$ cat src/rtl/game_pkg.sv
// Shared game definitions: Goomba life-cycle states, tile codes and playfield geometry.
// Imported by the Goomba stomp resolver and the coin/block collision logic.
package game_pkg;

  localparam int CHARACTER_WIDTH = 42;
  localparam int SCREEN_WIDTH    = 640;
  localparam int SCREEN_HEIGHT   = 480;
  localparam int BLOCK_WIDTH     = 42;

  typedef enum logic [2:0] {
    ARM,
    ALIVE,
    SQUISHED,
    DEAD,
    LOSE
  } goomba_state_e;

  typedef enum logic [1:0] {
    BDR,
    SKY,
    BLK,
    GND
  } tile_e;

endpackage

$ cat src/rtl/goomba_stomp_resolver_if.sv
// Mario/Goomba contact bus: positions in, Goomba status flags out.
// The score signal exists only when GOOMBA_SCORE_EN is defined.
interface goomba_stomp_resolver_if;

  logic signed [31:0] mario_x;
  logic signed [31:0] mario_y;
  logic signed [31:0] goomba_x;
  logic signed [31:0] goomba_y;
  logic               goomba_alive;
  logic               goomba_squished;
  logic               bounce;
  logic               lose;
`ifdef GOOMBA_SCORE_EN
  logic        [31:0] score;

  modport master (
    output mario_x, mario_y, goomba_x, goomba_y,
    input  goomba_alive, goomba_squished, bounce, lose, score
  );

  modport slave (
    input  mario_x, mario_y, goomba_x, goomba_y,
    output goomba_alive, goomba_squished, bounce, lose, score
  );
`else
  modport master (
    output mario_x, mario_y, goomba_x, goomba_y,
    input  goomba_alive, goomba_squished, bounce, lose
  );

  modport slave (
    input  mario_x, mario_y, goomba_x, goomba_y,
    output goomba_alive, goomba_squished, bounce, lose
  );
`endif

endinterface

$ cat src/rtl/aabb_overlap.sv
// One-axis box overlap: [a, a+WIDTH] touches [b, b+WIDTH]; edges touching count as overlap.
// Purely combinational, 32-bit signed, wrapping arithmetic.
module aabb_overlap #(
  parameter int WIDTH = 42
) (
  input  logic signed [31:0] a_pos,
  input  logic signed [31:0] b_pos,
  output logic               overlap
);

  localparam logic signed [31:0] WIDTH_S = WIDTH;

  logic signed [31:0] a_end;
  logic signed [31:0] b_end;

  assign a_end   = a_pos + WIDTH_S;
  assign b_end   = b_pos + WIDTH_S;
  assign overlap = (a_end >= b_pos) && (a_pos <= b_end);

endmodule

$ cat src/rtl/goomba_stomp_resolver.sv
// Classifies Mario/Goomba contact as stomp or side hit and runs the Goomba life cycle.
// Optional stomp score register is built when GOOMBA_SCORE_EN is defined.
module goomba_stomp_resolver #(
  parameter int          CHARACTER_WIDTH = game_pkg::CHARACTER_WIDTH,
  parameter int          STOMP_MARGIN    = 8,
  parameter int          SQUISH_TICKS    = 30,
  parameter logic [31:0] SCORE_PER_STOMP = 32'd100
) (
  input  logic             movement_clock,
  input  logic             reset,
  goomba_stomp_resolver_if.slave bus
);

  import game_pkg::*;

  localparam int                 CNT_W     = (SQUISH_TICKS > 1) ? $clog2(SQUISH_TICKS) : 1;
  localparam logic [CNT_W-1:0]   LAST_TICK = CNT_W'(SQUISH_TICKS - 1);
  localparam logic signed [31:0] WIDTH_S   = CHARACTER_WIDTH;
  localparam logic signed [31:0] MARGIN_S  = STOMP_MARGIN;

  goomba_state_e      state_q, state_d;
  logic [CNT_W-1:0]   cnt_q, cnt_d;
  logic signed [31:0] prev_mario_y_q;
  logic               alive_q, alive_d;
  logic               squished_q, squished_d;
  logic               bounce_q, bounce_d;
  logic               lose_q, lose_d;

  logic               overlap_x;
  logic               overlap_y;
  logic               contact;
  logic               falling;
  logic               stomp_zone;
  logic signed [31:0] mario_bottom;

  aabb_overlap #(.WIDTH(CHARACTER_WIDTH)) u_overlap_x (
    .a_pos   (bus.mario_x),
    .b_pos   (bus.goomba_x),
    .overlap (overlap_x)
  );

  aabb_overlap #(.WIDTH(CHARACTER_WIDTH)) u_overlap_y (
    .a_pos   (bus.mario_y),
    .b_pos   (bus.goomba_y),
    .overlap (overlap_y)
  );

  assign contact      = overlap_x && overlap_y;
  assign falling      = bus.mario_y > prev_mario_y_q;
  assign mario_bottom = bus.mario_y + WIDTH_S;
  assign stomp_zone   = (mario_bottom >= bus.goomba_y) &&
                        (mario_bottom <  bus.goomba_y + MARGIN_S);

  always_comb begin
    // NOTE: every always_comb output gets a default first so no path can infer a latch.
    state_d = state_q;
    cnt_d   = cnt_q;
    case (state_q)
      ARM:   state_d = ALIVE;
      ALIVE: begin
        // Stomp is tested first so it wins when both stomp and side-hit conditions hold.
        if (contact && falling && stomp_zone) begin
          state_d = SQUISHED;
          cnt_d   = '0;
        end else if (contact) begin
          state_d = LOSE;
        end
      end
      SQUISHED: begin
        if (cnt_q == LAST_TICK) state_d = DEAD;
        else                    cnt_d   = cnt_q + 1'b1;
      end
      DEAD, LOSE: ;
      default: state_d = ARM;
    endcase

    // Outputs are decoded from the next state and registered, so they track state_q exactly.
    alive_d    = (state_d == ALIVE) || (state_d == LOSE);
    squished_d = (state_d == SQUISHED);
    bounce_d   = (state_q == ALIVE) && (state_d == SQUISHED);
    lose_d     = (state_d == LOSE);
  end

`ifdef GOOMBA_SCORE_EN
  logic [31:0] score_q, score_d;

  always_comb begin
    score_d = bounce_d ? (score_q + SCORE_PER_STOMP) : score_q;
  end

  assign bus.score = score_q;
`endif

  // NOTE: sequential state uses non-blocking assignments so every flop samples pre-edge values.
  always_ff @(posedge movement_clock) begin
    prev_mario_y_q <= bus.mario_y;
    if (reset) begin
      state_q    <= ARM;
      cnt_q      <= '0;
      alive_q    <= 1'b0;
      squished_q <= 1'b0;
      bounce_q   <= 1'b0;
      lose_q     <= 1'b0;
`ifdef GOOMBA_SCORE_EN
      score_q    <= '0;
`endif
    end else begin
      state_q    <= state_d;
      cnt_q      <= cnt_d;
      alive_q    <= alive_d;
      squished_q <= squished_d;
      bounce_q   <= bounce_d;
      lose_q     <= lose_d;
`ifdef GOOMBA_SCORE_EN
      score_q    <= score_d;
`endif
    end
  end

  assign bus.goomba_alive    = alive_q;
  assign bus.goomba_squished = squished_q;
  assign bus.bounce          = bounce_q;
  assign bus.lose            = lose_q;

endmodule

$ cat src/flat_wrapper.sv
// flat-port wrapper written by rule: the top's interface ports become plain ports
module goomba_stomp_resolver_flat import game_pkg::*;
#(
  parameter int          CHARACTER_WIDTH = game_pkg::CHARACTER_WIDTH,
  parameter int          STOMP_MARGIN    = 8,
  parameter int          SQUISH_TICKS    = 30,
  parameter logic [31:0] SCORE_PER_STOMP = 32'd100
)
  (movement_clock, reset, bus_mario_x, bus_mario_y, bus_goomba_x, bus_goomba_y, bus_goomba_alive, bus_goomba_squished, bus_bounce, bus_lose);
  goomba_stomp_resolver_if bus_i ();
  input  logic movement_clock;
  input  logic reset;
  input wire logic [$bits(bus_i.mario_x)-1:0] bus_mario_x;
  input wire logic [$bits(bus_i.mario_y)-1:0] bus_mario_y;
  input wire logic [$bits(bus_i.goomba_x)-1:0] bus_goomba_x;
  input wire logic [$bits(bus_i.goomba_y)-1:0] bus_goomba_y;
  output wire logic [$bits(bus_i.goomba_alive)-1:0] bus_goomba_alive;
  output wire logic [$bits(bus_i.goomba_squished)-1:0] bus_goomba_squished;
  output wire logic [$bits(bus_i.bounce)-1:0] bus_bounce;
  output wire logic [$bits(bus_i.lose)-1:0] bus_lose;
  assign bus_i.mario_x = bus_mario_x;
  assign bus_i.mario_y = bus_mario_y;
  assign bus_i.goomba_x = bus_goomba_x;
  assign bus_i.goomba_y = bus_goomba_y;
  assign bus_goomba_alive = bus_i.goomba_alive;
  assign bus_goomba_squished = bus_i.goomba_squished;
  assign bus_bounce = bus_i.bounce;
  assign bus_lose = bus_i.lose;
  goomba_stomp_resolver #(.CHARACTER_WIDTH(CHARACTER_WIDTH), .STOMP_MARGIN(STOMP_MARGIN), .SQUISH_TICKS(SQUISH_TICKS), .SCORE_PER_STOMP(SCORE_PER_STOMP)) u_core (.movement_clock(movement_clock), .reset(reset), .bus(bus_i));
endmodule
$ cat config.mk
export PLATFORM = sky130hd
export DESIGN_NAME = goomba_stomp_resolver_flat
export DESIGN_NICKNAME = d
export VERILOG_FILES = /design/src/rtl/game_pkg.sv /design/src/rtl/goomba_stomp_resolver_if.sv /design/src/rtl/aabb_overlap.sv /design/src/rtl/goomba_stomp_resolver.sv /design/src/flat_wrapper.sv
export SDC_FILE = /design/constraint.sdc
export NUM_CORES = 1
export LEC_CHECK = 0
export ABC_CLOCK_PERIOD_IN_PS = 14500
export CAP_MARGIN = 20
export CORE_ASPECT_RATIO = 0.8
export CORE_UTILIZATION = 33
export DETAILED_ROUTE_END_ITERATION = 7
export PLACE_DENSITY_LB_ADDON = 0.08
export SYNTH_ARGS = -nofsm -noshare
export SYNTH_HDL_FRONTEND = slang
export SYNTH_HIERARCHICAL = 1
export SYNTH_SLANG_ARGS = --single-unit
export TNS_END_PERCENT = 20
$ cat constraint.sdc
create_clock -name movement_clock -period 14.5 [get_ports movement_clock]
set_input_delay 2.9 -clock movement_clock [delete_from_list [all_inputs] [get_ports movement_clock]]
set_output_delay 2.9 -clock movement_clock [all_outputs]
set_load 0.01 [all_outputs]
==> flow_results.org, run 1 <==
** Final layout
- Area growth syn-to-layout :: 20.40%
- Final layout net count :: between 1,500 and 2,000
- Of the cells placed in the final design, the portion with a size suffix greater than 1 is 2.693%.
- The finished cells cover around 11,000 µm².
- Commonest non-fill, non-tap cell in the layout :: ha_1
- Most frequent cells in the layout :: 227 x ha_1, 146 x inv_1, 146 x xnor2_1, 133 x clkdlybuf4s50_1, 105 x nand2_1
- ANT cells :: 0

** Die
- Chip width :: ~190 µm
- The total area inside the core boundary comes to between 20,000 and 30,000 µm².
- For this design the top-level I/O count stands at between 100 and 150.
- Die Ht :: between 150 and 200 µm
- The die covers 29,390 µm².
- Initial Utilization :: 33.58%
- After floorplanning, the core was divided into 55 placement rows.

** Clock tree
- Post-CTS repair changed the size of 0 cells.
- Clock tree synthesis inserted a total of 5 buffers.
- CTS built an H-tree with a depth of 2.
- Worst skew pair latency :: 0.31 ns
- Maximum number of buffers from clock root to sink :: 2
- Count of hold buffers inserted by post-cts repair :: 0
- In this run the clock root is driven by a clkbuf_16.
- TritonCTS built the clock tree.
- Sinks on Clock Net :: 44
- The number of setup buffers added after CTS is 0.
- Clock-pin slew was measured on the worst setup and hold paths at approximately 0.060 ns.

** Placed design
- Final weighted congestion in routability-driven placement :: roughly 0.90
- Timing analysis after detailed placement gives a worst setup slack of ~6 ns.
- Input and output buffers added on the ports amount to roughly 130.
- Placed standard-cell area :: about 11,000 µm²
- Detailed placement HPWL :: around 26 mm

** Timing
- Worst Max-Slew Pin Slew :: 0.8689 ns
- Accumulated negative setup slack :: 0 ns
- The worst path in the final design needs a cycle of between 8 and 9 ns, including I/O delays and setup.
- After layout, the worst path uses approximately 57% of the clock period.
- The worst pin sits at a relative slew slack of approximately two fifths.
- The number of max-slew violations in the final report is 0.
- Setup repair after global routing left no endpoint under its margin.
- The clock arrives with 0.003520 ns of skew.
- After layout, the worst setup slack is between 6 and 7 ns.
- Based on the critical path, the design can be clocked at up to 121.3 MHz.
- Count of final hold-check violations :: 0
- Setup violations remaining at the end of the flow were counted as 0.

** Hold path
- Worst hold path endpoint :: u_core/cnt_q[0]
- The worst hold path begins at u_core/cnt_q[0].
- Along the worst hold path, the cell count comes to 2.
- Worst min-delay path class :: reg -> reg

** Worst setup path
- The setup check on the worst reg-to-reg path leaves a slack of ~11 ns.
- Critical path buffers and inverters :: 1
- The worst register-to-register path has a depth of 10.
- The worst setup path is of the in -> reg kind.
- Kind of start point of the critical path :: primary input
- STA puts the critical path data arrival time at around 8.5 ns.
- Data on the critical path is required at its endpoint by ~15 ns.
- The cell that appears most often on the critical path is nand4_1.
- In this run the critical register-to-register path is captured at u_core/cnt_q[2].
- In this run the worst path has a maximum fanout of 7.
- The largest single stage delay on the critical path is between 0.6 and 0.7 ns.
- The critical path goes through clkdlybuf4s50_1, nand4_1, nor4_1, nand4_1, nor3_2, nand3_1, xnor2_1, ha_1, nand4_1, nor2_1, nand2_1, or4_1, o221ai_1, nor4b_2, nand2_1, nor3_1, o2111ai_1, nor3_2, and3b_1.
- Cell family with most CP delay :: simple AND/OR/NAND/NOR gates
- In this run the critical register-to-register path is launched from u_core/prev_mario_y_q[19].
- For this design, the slowest cell found on the critical path is clkdlybuf4s50_1.
- STA classifies the critical path endpoint as a flop.

** Status
- Violations in the final reports :: DRC
- Outcome :: finished with violations

** Pwr
- Sequential share of power :: 24.0%
- Static power due to leakage :: approximately 0.005 µW
- Internal power comes to roughly 320 µW.
- In this run, the combinational gates consume a little over half of the power.
- Switch share :: about 40%
- The clock network burns roughly 23% of the power.
- In this run the power density over the cells is 47.05 nW/µm².
- Largest voltage drop on the vdd net :: 0.04081 mV
- For this design the total switching power over the nets is ~220 µW.

** Global routing
- Global routing consumed, over all layers together, 20.84% of the routing resources.
- Global-route wire length before repair :: 47.71 mm
- Maximum number of pins on one net before global-route repair :: 14
- After global routing the overflow that remains totals 0.
- The number of global-route vias before repair was about 8,800.
- Antenna violations before repair :: 0

** Synthesis
- Number of nets in the synthesized netlist :: between 1,500 and 2,000
- After synthesis, the mean cell area works out to 7.665 µm².
- Yosys printed 6 warnings.
- Synthesized flop and latch total :: 44
- Synthesis produced roughly 1,200 cells.
- Post-synth EDFFs :: 0
- After synthesis, flip-flops and latches occupy a little under a tenth of the total area.
- The number of different library cells used by synthesis comes to 66.
- The synthesized netlist occupies a cell area of 9474 µm².
- Top_reg_cell synth :: dfxtp_1
- For this run, asynchronously set or reset flops after synthesis account for 0%.

** Routing
- DRC Markers :: 4
- After detailed routing, the total wire length is slightly above 30 mm.
- Antenna violation net count after detailed routing :: 0
- The first routing iteration left 480 violations.
- The first detailed-routing pass took 8 iterations.
- Dividing the detail-routed via count by the number of cells gives between 5 and 6.
- Total vias in the final route :: about 9,000
- Wire length per cell :: 17.40 µm

** Job
- Across the run, the number of max-cap violations was 0.
-- per-layer routing --
layer | global-route usage (%) | wire length [µm] | vias to the layer above
li1 | - | - | 4719
met1 | 32.14 | 16500 | 4130
met2 | 30.71 | 12190 | 177
met3 | 2.625 | 1408 | 17
met4 | 3.288 | 251 | 0
met5 | 0 | 0 | -
-- synth_stat cells, drive strengths merged (3+ instances only) --
cell type / n / area (µm²)
o21ai: 34 / 170.2
o21a: 12 / 90.09
inv: 146 / 548.0
or3: 3 / 23.77
o211ai: 4 / 30.03
a21o: 22 / 165.2
xnor2: 146 / 1279
a31oi: 5 / 37.53
nor2: 68 / 270.3
nand4: 89 / 599.3
nand2b: 6 / 37.54
a21boi: 3 / 22.52
nor2b: 10 / 62.56
clkbuf: 3 / 11.26
nand3: 55 / 275.3
a2111oi: 4 / 35.03
a21oi: 96 / 480.5
dfxtp: 44 / 880.8
nor4: 12 / 96.34
nor3: 37 / 216.5
and3: 19 / 143.9
or4: 5 / 45.04
nand2: 105 / 394.1
xor2: 29 / 254.0
nand3b: 3 / 22.52
o41ai: 4 / 35.03
ha: 227 / 2840
a211oi: 7 / 57.55
-- registers in the layout, summed over array words and instances, names as in the netlist --
| signal | cells |
|---|---|
| u_core/bus.bounce | 1 |
| u_core/state_q | 3 |
| u_core/prev_mario_y_q | 32 |
| u_core/bus.lose | 1 |
| u_core/bus.goomba_alive | 1 |
| u_core/bus.goomba_squished | 1 |
| u_core/cnt_q | 5 |
-- final cells by class --
| cell class | instances | area [µm²] |
|---|---|---|
| Fill cell | 2988 | 16810 |
| Multi-Input combinational cell | 1043 | 8034 |
| Timing Repair Buffer | 133 | 1331 |
| Sequential cell | 44 | 880.8 |
| Inverter | 146 | 548.0 |
| Tap cell | 370 | 462.9 |
| Clock buffer | 7 | 142.6 |
| Clock inverter | 1 | 7.507 |
-- power groups by stage --
stage	clock network (µW)	logic, µW	registers, µW
6_report	123	285	129
5_1_grt	132	322	129
4_1_cts	129	285	129
3_5_place_dp	0	282	131
3_3_place_gp	0	284	131
2_1_floorplan	0	166	131
-- worst max-delay path by stage --
stage	from	cells past startpoint	endpoint	slack [ns]
after floorplan	bus_mario_x[1]	19	u_core/bus.bounce	7.75
after global placement	bus_goomba_y[10]	19	u_core/cnt_q[2]	6.13
after detailed placement	bus_goomba_y[10]	19	u_core/bus.bounce	6.03
after CTS	bus_goomba_y[10]	19	u_core/bus.bounce	6.29
after global routing	bus_goomba_y[10]	19	u_core/bus.bounce	5.88
final	bus_goomba_y[10]	19	u_core/bus.bounce	6.26
-- cells by family after synthesis --
| logic type | synth area share [%] |
|---|---|
| mux | 0.1452 |
| simple gates | 23.96 |
| flops | 9.297 |
| fa+ha+maj | 29.98 |
| xor+xnor | 16.18 |
| buf+inv | 5.903 |
| compound gates | 14.54 |
-- through the flow --
step | hold slack (ns) | utilization (%) | total power (µW) | std cells
finish | 0.5744 | 40.43 | 536.7 | 1744
global route | 0.6037 | 40.43 | 582.5 | 1744
CTS | 0.5658 | 40.43 | 543.3 | 1744
detailed placement | 0.5568 | 39.90 | 413.8 | 1736
global placement | 0.5439 | 39.90 | 415.4 | 1736
floorplan | 0.4982 | - | 297.2 | 1236
-- worst register-to-register path, delay by kind of cell, from the launching register on --
kind / cells / cell delay (ns)
flops: 1 / 0.31
simple gates: 6 / 2.34
fa+ha+maj: 1 / 0.30
buf+inv: 1 / 0.04
compound gates: 2 / 0.49
No activity file was read; power rests on OpenSTA's default activity.
==> run 2: changes to the inputs <==
--- a/config.mk
+++ b/config.mk
@@ -5,7 +5,7 @@
 export SDC_FILE = /design/constraint.sdc
 export NUM_CORES = 1
 export LEC_CHECK = 0
-export ABC_CLOCK_PERIOD_IN_PS = 14500
+export ABC_CLOCK_PERIOD_IN_PS = 7550
 export CAP_MARGIN = 20
 export CORE_ASPECT_RATIO = 0.8
 export CORE_UTILIZATION = 33
==> constraint.sdc (replaced) <==
create_clock -name movement_clock -period 7.55 [get_ports movement_clock]
set_input_delay 1.51 -clock movement_clock [delete_from_list [all_inputs] [get_ports movement_clock]]
set_output_delay 1.51 -clock movement_clock [all_outputs]
set_load 0.01 [all_outputs]
==> run 2 against run 1 <==
  * The flow now finishes without violations
  * Worst setup slack got worse by 5.4 ns
  * Die area unchanged
  * Global-route usage decreased by 0.45 points
  * Core utilization increased by 0.26 points
  * Sequential share of layout area about the same
  * Register-to-register slack got worse by 6.4 ns
  * Clock power increased by 81%
  * First-iteration DRC count increased by 0.63%
  * Clock skew increased by 0.0078 ns
  * Largest cell class unchanged
  * Largest power group unchanged
==> flow_results.org, run 2 (synthesis gave the netlist of run 1 again) <==
** Clock tree
- Count of hold buffers inserted by post-cts repair :: 0
- Clock Root Buffer :: clkbuf_16
- Clock-pin slew was measured on the worst setup and hold paths at 0.06 ns.
- Worst skew pair latency :: 0.30 ns
- Once the clock tree was built, the resizer swapped 0 gates to a different size.
- H-tree depth :: 2
- The number of clock buffers added by TritonCTS is 5.
- Maximum number of buffers from clock root to sink :: 2
- Sinks on Clock Net :: between 40 and 50
- TritonCTS built the clock tree.
- Buffers added to address setup during post-CTS repair amount to 0.

** Die
- Area enclosed by the die boundary :: between 20,000 and 30,000 µm²
- Die Ht :: about 150 µm
- Initial Utilization :: 33.58%
- # IOs :: 134
- In this run the standard cell core region covers 28,210 µm².
- The floorplan has 55 rows.
- From left edge to right edge, the die measures ~190 µm.

** Final layout
- The library cell used most frequently in the layout, excluding fill and tap cells, is ha_1.
- ANT cells :: 0
- In the final layout, the share of cells above drive strength 1 is 3.466%.
- Register area :: between 800 and 900 µm²
- The largest registers in the layout are u_core/prev_mario_y_q: 32 flops, u_core/cnt_q: 5 flops, u_core/state_q: 3 flops.
- At the end of the flow, the number of nets in the layout was about 1,700.
- The area growth from synthesis to layout is 21.18%.
- Number of cells in the finished layout apart from fillers :: between 1,500 and 2,000
- Fillers :: between 3,000 and 4,000
- The register with the most flip-flops in the layout has 32 of them.
- Summing all multi-input logic gate instances after layout gives approximately 8000 µm².
- The top cell types in the final layout, fill and taps aside, are 227 x ha_1, 146 x inv_1, 146 x xnor2_1, 133 x clkdlybuf4s50_1, 105 x nand2_1.
- Register with the most flip-flops :: u_core/prev_mario_y_q

** Status
- The flow ran to the end, and the final reports show no timing, DRC or antenna violations.

** Timing
- The clock period could shrink to ~6.7 ns.
- Max-Slew Margin vs Limit :: 53.97%
- The final count of hold timing violations is 0.
- Total count of max-transition violations in the final report :: 0
- The final critical path takes up just under 90% of the cycle.
- For the pin with the worst max-slew slack, the measured transition is 0.6841 ns.
- Setup violations remaining at the end of the flow were counted as 0.
- Setup repair after global routing left no endpoint under its margin.
- For the final routed database, the setup TNS stands at 0 ns.
- Final Skew :: roughly 0.011 ns
- Static timing analysis puts the maximum clock frequency at between 100 and 150 MHz.

** Global routing
- Global routing used between 20% and 30% of the available tracks across all layers.
- Antenna violations before repair :: 0
- The first global-routing pass estimated ~47 mm of wire.
- Entering global routing, the biggest net connects 13 pins.
- Number of global-route vias before repair :: between 8,000 and 9,000
- Global routing finished with a remaining overflow of 0.

** Placed design
- In this run, placement finished with an instance count of about 1,700.
- The HPWL after detailed placement is 25.71 mm.
- The congestion estimate from routability-driven global placement came to ~0.84.
- During placement, the flow inserted port buffers numbering approximately 130.

** Worst setup path
- The largest single stage delay on the critical path is 0.78 ns.
- Critical path start-end classification :: in -> reg
- The worst setup path is captured at a flop.
- Highest fanout seen on the critical path :: 11
- The slowest stage of the critical path is the clkdlybuf4s50_1 cell.
- Data on the critical path arrives at its endpoint at 6.97 ns.
- Critical path buffers and inverters :: 1
- Kind of start point of the critical path :: primary input
- Data required time of the critical path :: 7.79 ns
- Cell-by-cell trace of the critical path :: clkdlybuf4s50_1, and3_4, nand4_4, nor4_1, nand4_1, nor2_1, xnor2_1, ha_1, nand4_1, nor4_1, o41ai_1, o2111a_1, nor4b_2, nand2_1, nor3_1, o2111ai_1, nor3_2, and3b_1
- Cell family with most CP delay :: simple AND/OR/NAND/NOR gates

** Routing
- After detailed routing, the number of remaining DRC violations is 0.
- Number of iterations in the first detailed-routing pass :: 7
- Total vias in the final route :: about 9,000
- Average vias per placed instance :: about 5.1
- In this run, the number of DRC markers left after iteration 0 of detailed routing was between 400 and 500.
- The routed design has between 20 and 30 mm of wire.
- Antenna violation net count after detailed routing :: 0
- Dividing the detail-routed wire length by the instance count gives between 15 and 20 µm.

** Hold path
- Worst min-delay path class :: reg -> reg

** Pwr
- Sequential share of power :: between 20% and 30%
- Per report_power, the combinational group accounts for 53.7% of the total.
- Net switching is roughly two fifths of the power.
- The analysis attributes to cell leakage a power of between 0.005 and 0.006 µW.
- For this design the total switching power over the nets is 404.5 µW.
- VDD sags by at most approximately 0.075 mV.
- The internal power of the cells totals ~600 µW.
- Fraction of power consumed by the clock network :: between 20% and 30%
- For this design the ratio of total power to cell area is approximately 88 nW/µm².

** Job
- Max-Cap Viols :: 0
==> run 2: changes by cell type in the layout (fill, tap and decap cells not counted), sizes merged <==
cell      previous run  this run
clkinvlp             1         0
clkinv               0         1
buf                  0        12
clkbuf               7         6
==> run 2: power by group through the flow <==
stage	Sequential, µW	Clock [µW]	Combinational, µW
global route	248	240	618
CTS	247	231	546
floorplan	251	0	320
detailed placement	252	0	541
global placement	252	0	542
finish	247	223	544
==> run 2: path summary, 6_finish.rpt <==
| check | slack, ns | cells past startpoint | to | from |
|---|---|---|---|---|
| hold reg to reg | 0.56 | 2 | u_core/cnt_q[1] | u_core/cnt_q[1] |
| setup reg to reg | 4.53 | 10 | u_core/bus.lose | u_core/prev_mario_y_q[19] |
| setup / recovery | 0.81 | 18 | u_core/bus.bounce | bus_mario_y[7] |
| hold / removal | 0.56 | 2 | u_core/cnt_q[1] | u_core/cnt_q[1] |
==> run 2: cell type report <==
| cell class | count | area share [%] |
|---|---|---|
| Tap cell | 370 | 4.032 |
| Inverter | 146 | 4.773 |
| Timing Repair Buffer | 145 | 12.38 |
| Sequential cell | 44 | 7.672 |
| Clock buffer | 6 | 1.122 |
| Clock inverter | 1 | 0.04359 |
| Multi-Input combinational cell | 1043 | 69.98 |
==> run 2: metrics by stage <==
step                instance area [µm²]  total power [µW]  setup WS (ns)  hold slack, ns  utilization, %
finish                            11480              1014         0.8145          0.5633           40.69
global route                      11480              1106         0.4637          0.5920           40.69
CTS                               11480              1023         0.8892          0.5556           40.69
detailed placement                11350             793.1         0.6090          0.5471           40.22
global placement                  11350             794.0         0.6709          0.5468           40.22
floorplan                          9474             570.8          2.186          0.4982               -
==> run 2: layer usage <==
metal	global-route usage, %	vias to the layer above	share of wire (%)
met1	30.39	4091	53
met4	2.910	0	0.91
met2	31.73	177	42
met5	0	-	0
li1	-	4749	-
met3	2.283	20	4.3
==> run 2: tightest hold or removal path, cell delays in order, from the launching register on <==
cell and delay [ns]:
dfxtp_1 0.35, nand3b_1 0.10, o22ai_1 0.07
